File: config.mk
export PLATFORM = sky130hd
export DESIGN_NAME = yv_row_accumulator
export DESIGN_NICKNAME = d
export VERILOG_FILES = /design/src/rtl/yv_pkg.sv /design/src/rtl/yv_sum_fifo.sv /design/src/rtl/yv_row_accumulator.sv
export SDC_FILE = /design/constraint.sdc
export NUM_CORES = 2
export LEC_CHECK = 0
export CAP_MARGIN = 20
export CORE_ASPECT_RATIO = 0.5
export CORE_MARGIN = 2
export CORE_UTILIZATION = 69
export CTS_CLUSTER_DIAMETER = 30
export CTS_CLUSTER_SIZE = 40
export DETAILED_ROUTE_END_ITERATION = 12
export PLACE_DENSITY_LB_ADDON = 0.08
export SLEW_MARGIN = 20
export SYNTH_ARGS = -nofsm -noshare
export SYNTH_HDL_FRONTEND = slang
export SYNTH_HIERARCHICAL = 1
export SYNTH_SLANG_ARGS = --single-unit
File: constraint.sdc
create_clock -name clock -period 8.1 [get_ports clock]
set_clock_uncertainty 0.15 [all_clocks]
set_input_delay 1.215 -clock clock [delete_from_list [all_inputs] [get_ports clock]]
set_output_delay 1.215 -clock clock [all_outputs]
set_load 0.05 [all_outputs]
File: src/rtl/yv_pkg.sv
// yv_pkg: shared constants, state encoding and FIFO entry type for the Y/V row accumulator
package yv_pkg;
  localparam int YV_DATA_W = 16;
  localparam int YV_ACC_W = 40;
  localparam int YV_ROW_W = 11;
  localparam int YV_FIFO_DEPTH = 4;
  localparam logic [2:0] NEWROW_TAG = 3'b111;
  typedef enum logic [1:0] {IDLE, RUN, DRAIN} yv_state_e;
  typedef struct packed {
    logic [YV_ACC_W-1:0] sum;
    logic [YV_ROW_W-1:0] row;
  } yv_entry_t;
endpackage

File: src/rtl/yv_sum_fifo.sv
// yv_sum_fifo: synchronous FIFO of completed row sums
// Ports: clock, reset (async active-low), push_i/data_i write side, pop_i/data_o read side
// (data_o is 0 while empty), count_o occupancy, full_o/empty_o status.
module yv_sum_fifo
  import yv_pkg::*;
#(
  parameter type T = yv_entry_t,
  parameter int DEPTH = YV_FIFO_DEPTH,
  localparam int AW = $clog2(DEPTH),
  localparam int CW = AW + 1
) (
  input  logic          clock,
  input  logic          reset,
  input  logic          push_i,
  input  T              data_i,
  input  logic          pop_i,
  output T              data_o,
  output logic [CW-1:0] count_o,
  output logic          full_o,
  output logic          empty_o
);
  T mem [DEPTH];
  logic [AW-1:0] wr_q, rd_q;
  logic [CW-1:0] count_q;
  always_ff @(posedge clock or negedge reset)
    if (!reset) begin
      wr_q <= '0;
      rd_q <= '0;
      count_q <= '0;
    end else begin
      if (push_i) wr_q <= wr_q + AW'(1);
      if (pop_i) rd_q <= rd_q + AW'(1);
      count_q <= count_q + CW'(push_i) - CW'(pop_i);
    end
  always_ff @(posedge clock)
    if (push_i) mem[wr_q] <= data_i;
  assign count_o = count_q;
  assign full_o = count_q == CW'(DEPTH);
  assign empty_o = count_q == '0;
  // Head is forced to zero when empty so outputs read 0 out of reset.
  assign data_o = empty_o ? '0 : mem[rd_q];
  // Push with pop on a full FIFO is legal; a lone push into a full FIFO is not.
  assert property (@(posedge clock) disable iff (!reset) !(push_i && full_o && !pop_i));
endmodule

File: src/rtl/yv_row_accumulator.sv
// yv_row_accumulator: two-lane Y*V product accumulation into per-row sums, pushed to an output FIFO
// Ports: clock, reset (async active-low); in_valid/in_ready beat handshake with lanes y0/v0/nr0 and
// y1/v1/nr1; flush ends a matrix; out_valid/out_ready/out_sum/out_row FIFO head; busy activity.
// Build option: YV_ACC_SAT_EN makes the accumulate saturate and adds the sticky sat_flag output.
module yv_row_accumulator
  import yv_pkg::*;
#(
  parameter int DATA_W = YV_DATA_W,
  parameter int ACC_W = YV_ACC_W,
  parameter int ROW_W = YV_ROW_W,
  parameter int FIFO_DEPTH = YV_FIFO_DEPTH
) (
  input  logic                     clock,
  input  logic                     reset,
  input  logic                     in_valid,
  output logic                     in_ready,
  input  logic signed [DATA_W-1:0] y0,
  input  logic signed [DATA_W-1:0] y1,
  input  logic signed [DATA_W-1:0] v0,
  input  logic signed [DATA_W-1:0] v1,
  input  logic                     nr0,
  input  logic                     nr1,
  input  logic                     flush,
  output logic                     out_valid,
  input  logic                     out_ready,
  output logic [ACC_W-1:0]         out_sum,
  output logic [ROW_W-1:0]         out_row,
  output logic                     busy
`ifdef YV_ACC_SAT_EN
  ,
  output logic                     sat_flag
`endif
);
  localparam int CW = $clog2(FIFO_DEPTH) + 1;
  typedef struct packed {
    logic [ACC_W-1:0] sum;
    logic [ROW_W-1:0] row;
  } entry_t;
  yv_state_e state_q, state_d;
  logic s1_v_q, nr0_q, nr1_q, open_q, open_d;
  logic signed [2*DATA_W-1:0] m0, m1;
  logic signed [ACC_W-1:0] p0_q, p1_q, acc_q, acc_d, addend, sum;
  logic [ROW_W-1:0] row_q, row_d;
  logic [CW-1:0] count;
  logic accept, full, empty, pop, push, lane_push, drain_ready, drain_done;
  entry_t push_e, head_e;
  assign m0 = y0 * v0;
  assign m1 = y1 * v1;
  assign accept = in_valid && in_ready;
  always_ff @(posedge clock or negedge reset)
    if (!reset) begin
      s1_v_q <= 1'b0;
      nr0_q <= 1'b0;
      nr1_q <= 1'b0;
      p0_q <= '0;
      p1_q <= '0;
    end else begin
      s1_v_q <= accept;
      if (accept) begin
        p0_q <= ACC_W'(m0);
        p1_q <= ACC_W'(m1);
        nr0_q <= nr0;
        nr1_q <= nr1;
      end
    end
  // Only one add is ever needed: a lane-1 marker drops the p1 term, a lane-0 marker bypasses the adder.
  assign addend = nr1_q ? p0_q : p0_q + p1_q;
`ifdef YV_ACC_SAT_EN
  logic signed [ACC_W:0] wide;
  logic clamp, sat_q;
  assign wide = {acc_q[ACC_W-1], acc_q} + {addend[ACC_W-1], addend};
  assign clamp = wide[ACC_W] ^ wide[ACC_W-1];
  assign sum = clamp ? {wide[ACC_W], {(ACC_W-1){~wide[ACC_W]}}} : wide[ACC_W-1:0];
  assign sat_flag = sat_q;
`else
  assign sum = acc_q + addend;
`endif
  // The drain push may have to wait for a FIFO slot; the lane rules never push while draining.
  assign drain_ready = state_q == DRAIN && !s1_v_q;
  assign drain_done = drain_ready && (!open_q || !full || pop);
  assign lane_push = s1_v_q && (nr0_q ? open_q : nr1_q);
  assign push = lane_push || (drain_done && open_q);
  assign push_e = '{sum: lane_push && !nr0_q ? sum : acc_q, row: row_q};
  assign acc_d = drain_done ? '0 : !s1_v_q ? acc_q : nr1_q ? '0 : nr0_q ? p1_q : sum;
  assign open_d = drain_done ? 1'b0 : s1_v_q ? !nr1_q : open_q;
  assign row_d = drain_done ? '0 : push ? row_q + ROW_W'(1) : row_q;
  always_ff @(posedge clock or negedge reset)
    if (!reset) begin
      state_q <= IDLE;
      acc_q <= '0;
      open_q <= 1'b0;
      row_q <= '0;
    end else begin
      state_q <= state_d;
      acc_q <= acc_d;
      open_q <= open_d;
      row_q <= row_d;
    end
`ifdef YV_ACC_SAT_EN
  always_ff @(posedge clock or negedge reset)
    if (!reset) sat_q <= 1'b0;
    else sat_q <= !drain_done && (sat_q || (s1_v_q && !nr0_q && clamp));
`endif
  always_comb
    state_d = state_q == IDLE ? (accept ? RUN : IDLE) :
              state_q == RUN ? (flush ? DRAIN : RUN) :
              (drain_done ? IDLE : DRAIN);
  // A beat is taken only while the FIFO has room for it beyond the one already in flight.
  always_comb begin
    in_ready = state_q != DRAIN && (CW'(FIFO_DEPTH) - count) > CW'(s1_v_q);
    busy = state_q != IDLE || !empty || s1_v_q;
  end
  assign out_valid = !empty;
  assign pop = out_valid && out_ready;
  assign out_sum = head_e.sum;
  assign out_row = head_e.row;
  yv_sum_fifo #(.T(entry_t), .DEPTH(FIFO_DEPTH)) u_fifo (
    .clock(clock),
    .reset(reset),
    .push_i(push),
    .data_i(push_e),
    .pop_i(pop),
    .data_o(head_e),
    .count_o(count),
    .full_o(full),
    .empty_o(empty)
  );
endmodule
# ---- After elaboration in Yosys (flattened, before gate mapping)
# Memory sizes are Yosys's and may differ from the RTL's.
# Index checks and enable logic that the tools add are counted.
dict set report word_totals {
  input_bits 71
  latch_bits 0
  memories 1
  rom_bits 0
  ram_bits 204
  ff_bits 128
  out_inout_bits 54
  wordCells 71
}
dict set report classes {
  bitwise 0
  n_reduce_logical 24
  add_sub_neg 8
  n_mux 19
  eq_ne 4
  mul 2
  n_div 0
  magnitude_cmp 1
  shift 0
}
# name depth word_bits read_ports rd_ports_with_merged_regs write_ports line_no
set memory_table {}
lappend memory_table {u_fifo.mem 4 51 1 0 1 yv_sum_fifo.sv:22} ;# T mem [DEPTH];
# cell n
set op_table {}
lappend op_table {{$mux W40} 6}
lappend op_table {{$mul A16 B16 Y32} 2}
lappend op_table {{$mux W51} 1}
lappend op_table {{$add A40 B40 Y40} 1}
lappend op_table {{$add A32 B32 Y33} 1}
lappend op_table {{$mux W11} 2}
lappend op_table {{$add A11 B1 Y11 const B} 1}
lappend op_table {{$logic_and A1 B1 Y1} 8}
lappend op_table {{$mux W2} 4}
lappend op_table {{$logic_not A1 Y1} 6}
lappend op_table {{$mux W1} 6}
lappend op_table {{$reduce_bool A2 Y1} 3}
lappend op_table {{$logic_or A1 B1 Y1} 5}
lappend op_table {{$add A2 B1 Y2 const B} 2}
lappend op_table {{$add A3 B1 Y3} 1}
lappend op_table {{$eq A3 B3 Y1 const B} 1}
lappend op_table {{$gt A3 B1 Y1} 1}
lappend op_table {{$logic_not A3 Y1} 1}
lappend op_table {{$sub A3 B1 Y3} 1}
lappend op_table {{$sub A3 B3 Y3 const A} 1}
lappend op_table {{$eq A2 B1 Y1 const B} 1}
lappend op_table {{$eq A2 B2 Y1 const B} 1}
lappend op_table {{$logic_not A2 Y1} 1}
lappend op_table {{$ne A2 B2 Y1 const B} 1}

# ---- Logic depth before layout (Yosys ltp)
dict set report logic_depth {
  ltp_word 9
  depth_mapped 25
  ltp_nobuf 24
}

# ---- Cells and area by module
# Netlist, hierarchy kept.
# module seq_area_each_um2 area_per_inst_um2 cells_per_inst instances
set modules_own_cells {}
lappend modules_own_cells {yv_row_accumulator 3027.9 29244.3 3381 1}
lappend modules_own_cells {yv_sum_fifo 6301.0 8157.8 359 1}

# ---- Worst setup path before layout
# Ideal clock, no wire load.
dict set report synth_timing {
  path_type {input to register}
  startpoint {input port y1[15]}
  endpoint {register p1_q[31] (netlist name)}
  setup_ns 0.124
  n_path_buf 1
  stages 21
  arrival_time_ns 6.894
  required_time_ns 7.826
  path_slack_ns 0.932
  path_cell_list {clkbuf_1 -> nand2_1 -> inv_1 -> fa_1 -> fa_1 -> fa_1 -> fa_1 -> fa_1 -> inv_1 -> fa_1 -> inv_1 -> ha_1 -> o21ai_0 -> a21oi_1 -> and3_1 -> a22o_1 -> a211oi_1 -> o31ai_1 -> a21oi_1 -> mux2i_1 -> a211o_1}
}
dict set report synth_between {
  elab_chain_cells 1
}
# element line_no
set synth_lines {}
lappend synth_lines {{start: declaration} yv_row_accumulator.sv:18} ;# input logic signed [DATA_W-1:0] y1,
lappend synth_lines {{$mul A16 B16 Y32} yv_row_accumulator.sv:48} ;# assign m1 = y1 * v1;
# Every way passes these cells.
# A chain may end at the register's enable or synchronous reset.

# ---- Worst setup path after layout
dict set report layout_timing {
  startpoint {input port v0[1]}
  endpoint {register p0_q[29]}
}
dict set report layout_between {
  elab_chain_cells 1
}
# element line_no
set layout_lines {}
lappend layout_lines {{start: declaration} yv_row_accumulator.sv:19} ;# input logic signed [DATA_W-1:0] v0,
lappend layout_lines {{$mul A16 B16 Y32} yv_row_accumulator.sv:47} ;# assign m0 = y0 * v0;
lappend layout_lines {{end signal: assignment} yv_row_accumulator.sv:60} ;# p0_q <= ACC_W'(m0);
lappend layout_lines {{end: declaration} yv_row_accumulator.sv:42} ;# logic signed [ACC_W-1:0] p0_q, p1_q, acc_q, acc_d, addend, sum;
# Every way passes these cells.

==> metrics.yaml <==
outcome: "complete, no violations"
period_needed_ns: 7.43
clk_latency_ns: 0.59
cts_hold_repair.buffers: 0
drt_pre_antenna_iters: 6
viasPerCell: 5.89
overflow: 0
post-dp-hpwl_microns: 69700
core-area_sq_um: 53700
final-seq-area_sq_um: 9340
rsz0062_at_grt: "no"
ctsHtreeMaxLevel: 2
yosysWarnings: 6
final-setup-viol-count: 0
finish.net_count: 4716
cts.clk_slew.worst_paths_ns: 0.05
drive_gt1_share_pct: 7.26
worst_hold_startpoint: "p0_q[0]$_DFFE_PN0P_"
finalCritPeriodShare_pct: 91.8
total_detailed_routing_wirelength_microns: 89800
post_drt_wl_per_cell_microns: 19.4
cts.sink_count: 332
async_reset_ff_share_pct: 38.6
synthesis.area_per_instance_sq_um: 10.0
crit_fanout: 9
area_delta_synth_final_pct: 10.7
maxSlewHeadroom_pct: 27.2
worstSetupPathType: "in2reg"
ys_seq_elements: 332
fmax_mhz: 135
post-place-cells: 4536
cp_data_required_time_ns: 8.36
drt_iter0_drc: 2515
cp_data_arrival_time_ns: 7.69
mapped_cell_area_sq_um: 37400
global_route_wire_length_before_repair_microns: 148000
antenna_found_initial: 0
regToRegEndpoint: "u_fifo/mem[2][49]$_DFFE_PP_"
vias: 27300
starting_density_pct: 69.7
layout.core_utilization_pct: 77.1
hold-path-cell-count: 2
tritoncts: "built"
reg2reg_launch_point: "p1_q[9]$_DFFE_PN0P_"
synthDominantCellAreaShare_pct: 28.2
multi_input_comb_area_sq_um: 25000
fillerInstances: 3619
placement_rows: 60
synthTopCellsByArea: "fa_1 (28%), edfxtp_1 (16%), dfrtp_1 (8.6%)"
yosysTopAreaCell: "fa_1"
clockRootBuffer: "clkbuf_16"
die_h_microns: 169
synth.distinct_cells: 88
critPathLaunchType: "input port"
max-clock-path-buffers: 3
crit_path_end_kind: "flip-flop"
synth_edf_count: 204
drc: 0
min_delay_worst_endpoint: "p0_q[0]$_DFFE_PN0P_"
tightest_slew_ns: 1.08
finalHoldViolCount: 0
grt_use_total_pct: 33.3
final_common_cell: "inv_1"
cts_repair_resize_count: 0
routabilityCongestion: 0.955
ioPinCount: 125
cts-buffers-inserted: 48
synth_ff_type: "edfxtp_1"
cts_setup_buffers: 0
port-buffer-count: 124
count_of_final_max_slew_check_failures: 0
design.die.area_sq_um: 56200
seq_area_frac_synth_pct: 24.9
drv.max_cap_violation_count: 0
syn-num-nets: 4582
reg2regPathDepth: 19
regToRegSetupSlack_ns: 1.79
vias_in_the_first_global_route: 27500
drt.antenna.violating_nets: 0
min-delay-path-class: "reg2reg"
grt_start_max_net_pins: 88
dieWidth_microns: 333
mostFrequentLayoutCells: "inv_1 (650), fa_1 (527), nand2_1 (464)"
syn-instance-count: 3740
tns_ns: 0
instances_no_fill: 4626
[metal layers]
layer | global-route usage, % | up-vias | share of wire (%)
li1 | - | 12400 | -
met1 | 51.6 | 13700 | 45
met2 | 50.5 | 1089 | 44
met3 | 5.18 | 124 | 8.9
met4 | 6.51 | 0 | 1.7
met5 | 0 | - | 0
[worst max-delay path, cell delays in order]
cell	delay [ns]
clkdlybuf4s50_1	0.64
nand2_1	0.23
inv_1	0.10
fa_1	0.64
fa_1	0.62
inv_1	0.20
fa_1	0.47
fa_1	0.54
inv_1	0.05
fa_1	0.52
inv_1	0.05
fa_1	0.48
inv_1	0.04
ha_1	0.36
a21oi_1	0.16
o21ai_0	0.17
o41ai_2	0.51
o211ai_1	0.21
a21oi_1	0.21
xor2_1	0.19
o21ai_1	0.07
[sequential cells by signal, summed over array words and instances, names as in the netlist]
signal / count
state_q: 2
u_fifo/rd_q: 2
u_fifo/count_o: 3
nr1_q: 1
nr0_q: 1
row_q: 11
s1_v_q: 1
p0_q: 32
u_fifo/wr_q: 2
acc_q: 40
p1_q: 32
u_fifo/mem: 204
open_q: 1
[final cells by class]
class	instances	share of cell area (%)
multi-input cells	2615	60.4
well taps	713	2.16
repair buffers	226	4.90
clock buffers	54	3.00
flip-flops and latches	332	22.6
diodes	1	0.00605
inverters	651	5.90
clock inverters	34	1.06
[synthesized netlist by cell type (all sizes together), types with 8 or more instances]
library cell	number
inv	650
fa	527
nand2	466
and2	304
ha	244
edfxtp	204
o21ai	189
a21oi	129
dfrtp	128
clkbuf	120
nor2	114
xnor2	84
a21o	55
mux4	51
xor2	47
nand3	44
nor3	32
and3	28
o21a	25
buf	22
nand4	22
o21bai	22
o31ai	21
a211oi	19
nand2b	17
or3	14
a22o	12
nor2b	12
a31oi	11
mux2i	11
o211ai	11
mux2	8
o311ai	8
[cell families (layout without fill, tap and decap cells)]
| family | Yosys count | after routing | synth area share [%] |
|---|---|---|---|
| muxes | 70 | 70 | 3.64 |
| adders and majority gates | 771 | 771 | 36.4 |
| buffers and inverters | 793 | 965 | 8.24 |
| AOI/OAI and AO/OA | 556 | 556 | 9.46 |
| and+or+nand+nor | 1087 | 1087 | 14.3 |
| DFF | 332 | 332 | 24.9 |
| xor gates and xnor gates | 131 | 131 | 3.07 |
| other | 0 | 1 | 0 |
[worst max-delay path by stage]
stage / startpoint / endpoint / slack, ns / cells after the start
2_1_floorplan: y1[15] / p1_q[31]$_DFFE_PN0P_ / 0.93 / 21
3_3_place_gp: y0[15] / p0_q[29]$_DFFE_PN0P_ / 0.25 / 22
3_5_place_dp: y0[10] / p0_q[24]$_DFFE_PN0P_ / 0.19 / 21
4_1_cts: v0[1] / p0_q[29]$_DFFE_PN0P_ / 0.74 / 19
5_1_grt: v0[1] / p0_q[29]$_DFFE_PN0P_ / 0.42 / 19
6_report: v0[1] / p0_q[29]$_DFFE_PN0P_ / 0.67 / 21
[per-stage QoR]
stage	hold WS (ns)	worst slack (ns)	cell area, sq um
5_1_grt	0.380	0.415	41400
3_5_place_dp	0.335	0.187	39700
4_1_cts	0.357	0.743	41400
3_3_place_gp	0.330	0.248	39700
2_1_floorplan	0.304	0.932	37400
6_report	0.356	0.667	41400
Power is left out: the tool's default activity adds up to more than one toggle a clock period on the data nets, which glitch-free logic cannot reach.
